## config.mk

```make
export PLATFORM = sky130hd
export DESIGN_NAME = bin2bcd_seq
export DESIGN_NICKNAME = d
export VERILOG_FILES = /design/src/rtl/bin2bcd_pkg.sv /design/src/rtl/bin2bcd_step.sv /design/src/rtl/bin2bcd_seq.sv
export SDC_FILE = /design/constraint.sdc
export NUM_CORES = 1
export LEC_CHECK = 0
export CORE_MARGIN = 3
export CORE_UTILIZATION = 47
export DETAILED_ROUTE_END_ITERATION = 12
export GPL_TIMING_DRIVEN = 0
export PLACE_DENSITY = 0.75
export SYNTH_ARGS = -nofsm -noshare
export SYNTH_HDL_FRONTEND = slang
export SYNTH_SLANG_ARGS = --single-unit
```

## constraint.sdc

```tcl
create_clock -name clk -period 1.45 [get_ports clk]
set_clock_uncertainty 0.2 [all_clocks]
set_input_delay 0.145 -clock clk [delete_from_list [all_inputs] [get_ports clk]]
set_output_delay 0.145 -clock clk [all_outputs]
set_load 0.05 [all_outputs]
```

## src/rtl/bin2bcd_pkg.sv

```systemverilog
// bin2bcd_pkg: shared types and width helpers for the sequential
// binary-to-BCD converter.
//   b2b_state_t     : converter FSM states
//   bcd_width(w)    : BCD result width for a w-bit binary input
//   bcd_digits(w)   : number of 4-bit digits needed to hold that result
package bin2bcd_pkg;

  typedef enum logic [1:0] {IDLE, CONV, DONE} b2b_state_t;

  function automatic int bcd_width(input int w);
    return w + (w - 4) / 3 + 1;
  endfunction

  function automatic int bcd_digits(input int w);
    return (bcd_width(w) + 3) / 4;
  endfunction

endpackage

```

## src/rtl/bin2bcd_step.sv

```systemverilog
// bin2bcd_step: one combinational double-dabble iteration.
//   i_acc [ND*4-1:0] : BCD accumulator before this step
//   i_bit            : next binary bit (MSB first) shifted into digit 0
//   o_acc [ND*4-1:0] : accumulator after add-3 correction and left shift
module bin2bcd_step #(
  parameter int ND = 3
) (
  input  logic [ND*4-1:0] i_acc,
  input  logic            i_bit,
  output logic [ND*4-1:0] o_acc
);

  logic [ND*4-1:0] w_adj;

  // Every digit is corrected from its current value before the shift,
  // so no digit sees a carry from its lower neighbour's correction.
  for (genvar k = 0; k < ND; k++) begin : g_dig
    assign w_adj[k*4 +: 4] = (i_acc[k*4 +: 4] > 4'd4) ? i_acc[k*4 +: 4] + 4'd3
                                                       : i_acc[k*4 +: 4];
  end

  // The top bit shifted out is always zero for legal input widths.
  assign o_acc = (w_adj << 1) | {{(ND*4-1){1'b0}}, i_bit};

endmodule

```

## src/rtl/bin2bcd_seq.sv

```systemverilog
// bin2bcd_seq: multi-cycle binary-to-BCD converter, one bit per clock.
//   clk, rst_n           : clock, asynchronous active-low reset
//   in_valid / in_ready  : input handshake, bin [W-1:0] accepted in IDLE
//   out_valid / out_ready: output handshake, bcd [BW-1:0] held until taken
//   busy                 : high while converting or holding a result
//   blank [ND-1:0]       : leading-zero digit flags, only when the macro
//                          BIN2BCD_SEQ_BLANK_EN is defined
module bin2bcd_seq
  import bin2bcd_pkg::*;
#(
  parameter  int W  = 8,
  localparam int BW = bcd_width(W),
  localparam int ND = bcd_digits(W),
  localparam int CW = $clog2(W)
) (
  input  logic          clk,
  input  logic          rst_n,
  input  logic          in_valid,
  output logic          in_ready,
  input  logic [W-1:0]  bin,
  output logic          out_valid,
  input  logic          out_ready,
  output logic [BW-1:0] bcd,
`ifdef BIN2BCD_SEQ_BLANK_EN
  output logic [ND-1:0] blank,
`endif
  output logic          busy
);

  b2b_state_t      r_state, w_state_nxt;
  logic [CW-1:0]   r_cnt;
  logic [W-1:0]    r_shreg;
  logic [ND*4-1:0] r_acc;
  logic [ND*4-1:0] w_acc_nxt;

  bin2bcd_step #(.ND(ND)) u_step (
    .i_acc (r_acc),
    .i_bit (r_shreg[W-1]),
    .o_acc (w_acc_nxt)
  );

  always_comb begin
    w_state_nxt = r_state;
    case (r_state)
      IDLE:    if (in_valid)      w_state_nxt = CONV;
      CONV:    if (r_cnt == '0)   w_state_nxt = DONE;
      DONE:    if (out_ready)     w_state_nxt = IDLE;
      default:                    w_state_nxt = IDLE;
    endcase
  end

  always_ff @(posedge clk or negedge rst_n) begin
    if (!rst_n) begin
      r_state <= IDLE;
      r_cnt   <= '0;
      r_shreg <= '0;
      r_acc   <= '0;
    end else begin
      r_state <= w_state_nxt;
      case (r_state)
        IDLE: if (in_valid) begin
          r_shreg <= bin;
          r_acc   <= '0;
          r_cnt   <= CW'(W - 1);
        end
        CONV: begin
          r_acc   <= w_acc_nxt;
          r_shreg <= r_shreg << 1;
          r_cnt   <= r_cnt - 1'b1;
        end
        default: ;
      endcase
    end
  end

`ifdef BIN2BCD_SEQ_BLANK_EN
  logic [ND-1:0] r_blank, w_blank;

  // Walk from the top digit down; a digit is blank while it and every
  // digit above it are zero. Digit 0 always shows.
  always_comb begin : blk_blank
    logic v_zero;
    w_blank = '0;
    v_zero  = 1'b1;
    for (int k = ND - 1; k >= 1; k--) begin
      v_zero     = v_zero & (w_acc_nxt[k*4 +: 4] == 4'd0);
      w_blank[k] = v_zero;
    end
  end

  // Captured on the final conversion edge so it lines up with bcd.
  always_ff @(posedge clk or negedge rst_n) begin
    if (!rst_n)                               r_blank <= '0;
    else if (r_state == CONV && r_cnt == '0)  r_blank <= w_blank;
  end

  assign blank = r_blank;
`endif

  assign in_ready  = (r_state == IDLE);
  assign out_valid = (r_state == DONE);
  assign busy      = (r_state != IDLE);
  assign bcd       = r_acc[BW-1:0];

endmodule
```

[Yosys cells after proc, flatten, opt, wreduce, memory -nomap -nowiden]
Index checks and enable logic that the tools add are counted.
Cells by class
  equal/unequal tests: 5
  bitwise logic cells: 1
  $add $sub $neg: 4
  mux-type cells: 13
  reductions and logical operators: 6
  $lt $le $gt $ge: 3
Operators by type and width (number)
  12-bit one-hot mux with 2 select lines: 1
  8-bit one-hot mux with 2 select lines: 1
  4-bit by 3-bit greater-than comparator with 1-bit output (second input constant): 3
  12-bit two-way mux: 1
  12-bit by 1-bit OR with 12-bit output: 1
  4-bit by 2-bit adder with 4-bit output (second input constant): 2
  4-bit two-way mux: 2
  8-bit two-way mux: 1
  2-bit two-way mux: 3
  3-bit two-way mux: 2
  2-bit one-hot mux with 3 select lines: 1
  3-bit one-hot mux with 2 select lines: 1
  2-bit inequality test (second input constant): 2
  2-bit nonzero test: 2
  3-bit by 2-bit adder with 3-bit output (second input constant): 1
  3-bit zero test: 1
  3-bit AND reduction: 1
  3-bit by 1-bit subtractor with 3-bit output (second input constant): 1
  2-bit by 1-bit == test with 1-bit output (second input constant): 1
  2-bit == test (second input constant): 1
  2-bit zero test: 1
  2-bit by 1-bit inequality test with 1-bit output (second input constant): 1
  2-bit AND reduction: 1
Word-level totals
  register bits after elaboration: 25
  logic and storage cells: 36
  output and inout port bits: 13
  input port bits: 12

[Logic depth before layout (Yosys ltp)]
  depth after elaboration: 4
  mapped depth: 6
  depth with buffers taken out: 6

[By module]
Synthesis repeated with hierarchy kept, for this count alone.
Unflattened totals
  cell total of the unflattened synthesis: 141
  area total of the unflattened synthesis: 1482.7 um2
By module, submodules not included
  bin2bcd_seq: seq. area each 625.6 um2, cells each 99, area each 1183.6 um2, times used 1
  bin2bcd_step: seq. area each 0.0 um2, cells each 42, area each 299.0 um2, times used 1

[Worst setup path after synthesis]
OpenSTA, ideal clock, no wires.
  path kind: register to register
  start: register r_state[0]
  end: register r_state[1]
  buffers on the path: 1
  data required time: 1.183 ns
  period minus slack after synthesis: 1.751 ns
  library setup time: 0.067 ns
  path slack: -0.301 ns
  arrival: 1.484 ns
  cell stages (with the launch flop): 4
  path through: dfrtp_1 > buf_4 > nor2b_1 > a22o_1
Between the ends
  longest elaborated chain between the ends: 3
  elaborated cells between the ends (all ways): 8
  classes of those cells: eq/ne: 5; mux: 1; reduce/logical: 2
Ends and longest elaborated chain
  start, declared: RTL line bin2bcd_seq.sv:30  | b2b_state_t r_state, w_state_nxt;
  start signal, assigned: RTL line bin2bcd_seq.sv:59  | r_state <= w_state_nxt;
  2-bit == test *
  via out_valid: RTL line bin2bcd_seq.sv:21  | output logic out_valid,
  2-bit by 1-bit inequality test with 1-bit output (no line)
  3-bit AND reduction (no line)
Mark *: on every way through the listed nets, which the timed path passes. The rest lies on a longest branch.
A chain may end at the register's enable or synchronous reset.

[Worst setup path after layout]
  start: register r_state[1]
  end: register r_acc[2]
Between the ends
  longest elaborated chain between the ends: 3
  elaborated cells between the ends (all ways): 6
  classes of those cells: eq/ne: 2; mux: 1; reduce/logical: 3
Ends and longest elaborated chain
  2-bit by 1-bit == test with 1-bit output / 2-bit zero test (equally long branches): RTL line bin2bcd_seq.sv:60  | case (r_state)
  2-bit nonzero test (no line) / 2-bit inequality test (equally long branches)
  2-bit AND reduction (no line)
  end signal, assigned: RTL line bin2bcd_seq.sv:67  | r_acc <= w_acc_nxt;
  end, declared: RTL line bin2bcd_seq.sv:33  | logic [ND*4-1:0] r_acc;
Parallel ways exist; a longest one is shown, timed or not.

==> flow_summary.ini <==
[floorplanning]
die_w_um = 60.73
initial_utilization_pct = 50.18
design.core.area_mm2 = 0.002805
rows = 19
fp.dieArea_mm2 = 0.003688
io_pins = 25
die_h_um = 60.73

[flow_run]
max-cap-violations = 0

[critical_path]
cp-start-kind = flop
reg2reg_depth = 5
required_ns = 1.48
critical_path_class = flop to flop
critPathSlowestCell = or4_4
slowest_delay_ns = 0.47
timing.rr.end = r_acc[2]
path_cells = buf_4 > buf_6 > nand2b_4 > or4_4 > o311ai_1
rrSetupSlack_ns = -0.26
cp-end-kind = flop
timing.rr.start = r_state[1]
cp.arrival_ns = 1.74
path_max_fanout = 5

[yosys]
synth_top_area_share_pct = 44.44
synth.distinct_cells = 30
syn_avg_cell_area_um2 = 9.576
synth_flop_cell = dfrtp_1
synth-edff-count = 0
yosys_warnings = 0
synthesis.nets = 164
ys_ff_latch = 25
async_flop_share_pct = 100.0
synthTopCellsByArea = dfrtp_1 44%, buf_4 5.9%, nor2b_1 5.8%, ha_1 4.4%, a22oi_1 3.7%
synth_largest_area_cell = dfrtp_1
synthCells = 147
ys_seq_area_share_pct = 44.44
synth_area_mm2 = 0.001408

[grt]
overflow = 0
antenna_found_initial = 0
grt_first_pass_wirelength_mm = 5.658
grt_pass1_vias = 1281
grt_max_degree = 26
grt_usage_pct = 20.54

[power_and_ir_drop]
p_leak_nw = 0.9418
p_seq_share_pct = 25.0
power_mw = 4.941
peakVddDrop_mv = 0.9535
switching_share_pct = 42.79
p_switching_mw = 2.114
power.internal_mw = 2.827
p_per_area_mw_per_mm2 = 2303
pwr-share-clk_pct = 6.5
comb_power_share_pct = 68.5

[place]
place_ws_ns = -0.6443
place_congestion = 0.7679
io_buffers = 24
placed_cells = 202
dpl.hpwl_mm = 2.158

[detailed_routing]
drt_pass1_iterations = 4
wl_mm = 3.608
wire_per_inst_um = 16.11
drt_iter0_drc = 30
via_count = 1267
drtAntennaViolNets = 0
viasPerCell = 5.656
drc_errors = 0

[layout]
antenna_cells = 0
layout.nets = 211
drive_gt1_share_pct = 45.60
instances_no_fill = 224
syn_to_final_growth_pct = 52.44

[timing]
fin_ws_ns = -0.2605
finalCritPeriodShare_pct = 118.0
fin_setup_tns_ns = -3.331
rsz0062_at_grt = true
min_period_ns = 1.711
hold_viol_final = 25
slew_headroom_pct = 24.07
finalSetupViolCount = 28
max_freq_ghz = 0.5846
worstMarginPinSlew_ns = 1.139
drv_slew = 0
whs_ns = -0.05705

[clock_tree]
cts.sinks = 25
htreeDepth = 1
clkLatencyLatePin_ns = 0.32
numCtsBuffers = 3
max-clock-path-buffers = 2
clk_pin_slew_ns = 0.14
cts_tree = built
cts_root_buf = clkbuf_4

[min_path]
hold_class = primary input to asynchronous set/reset pin

[status]
failed_checks = hold timing, setup timing
outcome = complete, but fails checks
[layer usage]
metal	GRT usage, %	share of wire [%]	vias up
met4	6.192	2.8	0
met3	3.830	3.4	11
met5	0	0	-
li1	-	-	609
met1	25.03	43	619
met2	36.64	51	28
[cells by family after synthesis]
family / after synthesis / share of synthesized area, %
adder cells (fa/ha/maj): 5 / 4.444
multiplexers: 3 / 2.133
AO/OA/AOI/OAI: 50 / 24.00
buffers and inverters: 30 / 11.29
flip-flops: 25 / 44.44
AND/OR/NAND/NOR: 34 / 13.69
[power groups by stage]
stage	clock (mW)	sequential [mW]	combinational, mW
after detailed placement	0	1.23	2.39
after CTS	0.325	1.21	2.88
after floorplan	0	1.17	1.84
final	0.321	1.23	3.39
after global routing	0.367	1.27	3.65
after global placement	0	1.21	2.31
[repair_timing]
action / 4_1_cts / 5_1_grt
cloned: 1 / 1
buffers inserted: 13 / 4
pin swaps: 4 / 3
endpoints found under the hold margin: 25 / 0
setup endpoints to repair: 29 / 37
gates resized for setup: 113 / 41
[flip-flops by register name, summed over array words and instances, names as in the netlist]
register,cells
r_shreg,8
r_cnt,3
r_state,2
r_acc,12
[cells in the mapped netlist, types with 2 or more instances]
| library cell | instances |
|---|---|
| o21a_1 | 3 |
| nor3_1 | 3 |
| a22oi_1 | 7 |
| nor2_1 | 7 |
| buf_4 | 11 |
| nand2_1 | 5 |
| o21ai_0 | 10 |
| dfrtp_1 | 25 |
| clkbuf_1 | 3 |
| inv_1 | 12 |
| o32ai_1 | 3 |
| o311ai_1 | 2 |
| or4_1 | 2 |
| a31oi_1 | 2 |
| nor2b_1 | 13 |
| o21ai_1 | 3 |
| ha_1 | 5 |
| a21oi_1 | 8 |
| mux2i_1 | 3 |
| a32o_1 | 4 |
| buf_2 | 4 |
| o31ai_1 | 3 |
| o22ai_1 | 2 |
[cell type report]
| cell class | count | area (um2) |
|---|---|---|
| Inverter | 12 | 48.80 |
| Sequential cell | 25 | 630.6 |
| Timing Repair Buffer | 43 | 473.0 |
| Buffer | 17 | 161.4 |
| Clock buffer | 4 | 26.28 |
| Multi-Input combinational cell | 92 | 767.0 |
| Tap cell | 31 | 38.79 |
| Fill cell | 190 | 659.4 |
[worst max path at each step]
stage	start	slack, ns	depth (start not counted)	to
2_1_floorplan	r_acc[8]	-0.06	5	r_acc[10]
3_3_place_gp	r_state[1]	-0.62	4	in_ready
5_1_grt	r_state[1]	-0.30	4	in_ready
4_1_cts	r_state[1]	-0.21	4	in_ready
3_5_place_dp	r_state[1]	-0.64	4	in_ready
6_report	r_state[1]	-0.26	5	r_acc[2]
[worst max-delay path, delay by kind of cell (launching register included)]
family / cells / cell delay, ns
AO/OA/AOI/OAI: 1 / 0.09
AND/OR/NAND/NOR: 2 / 0.61
flip-flops: 1 / 0.44
buffers and inverters: 2 / 0.28
[metrics by stage]
stage / cell area (um2) / utilization (%) / hold WS, ns
after floorplan: 1453 / - / -0.3506
after global placement: 1732 / 61.73 / 0.3045
after detailed placement: 1732 / 61.73 / 0.3125
after CTS: 1964 / 70.03 / -0.01713
after global routing: 2146 / 76.49 / 0.003706
final: 2146 / 76.49 / -0.05705
[cells in the final DEF, fill, tap and decap left out, types with 5 or more instances in the layout]
| cell type | synthesis | layout |
|---|---|---|
| nor2b_1 | 13 | 9 |
| buf_6 | 0 | 18 |
| o21ai_1 | 3 | 10 |
| buf_4 | 11 | 18 |
| nand2_1 | 5 | 5 |
| a22oi_2 | 0 | 7 |
| dfrtp_1 | 25 | 21 |
| buf_8 | 0 | 8 |
| inv_1 | 12 | 5 |
| clkdlybuf4s50_1 | 0 | 10 |
| a21oi_1 | 8 | 8 |
| inv_2 | 0 | 6 |
| nor2_1 | 7 | 7 |
Note: power is estimated with default switching activity, not from simulation.
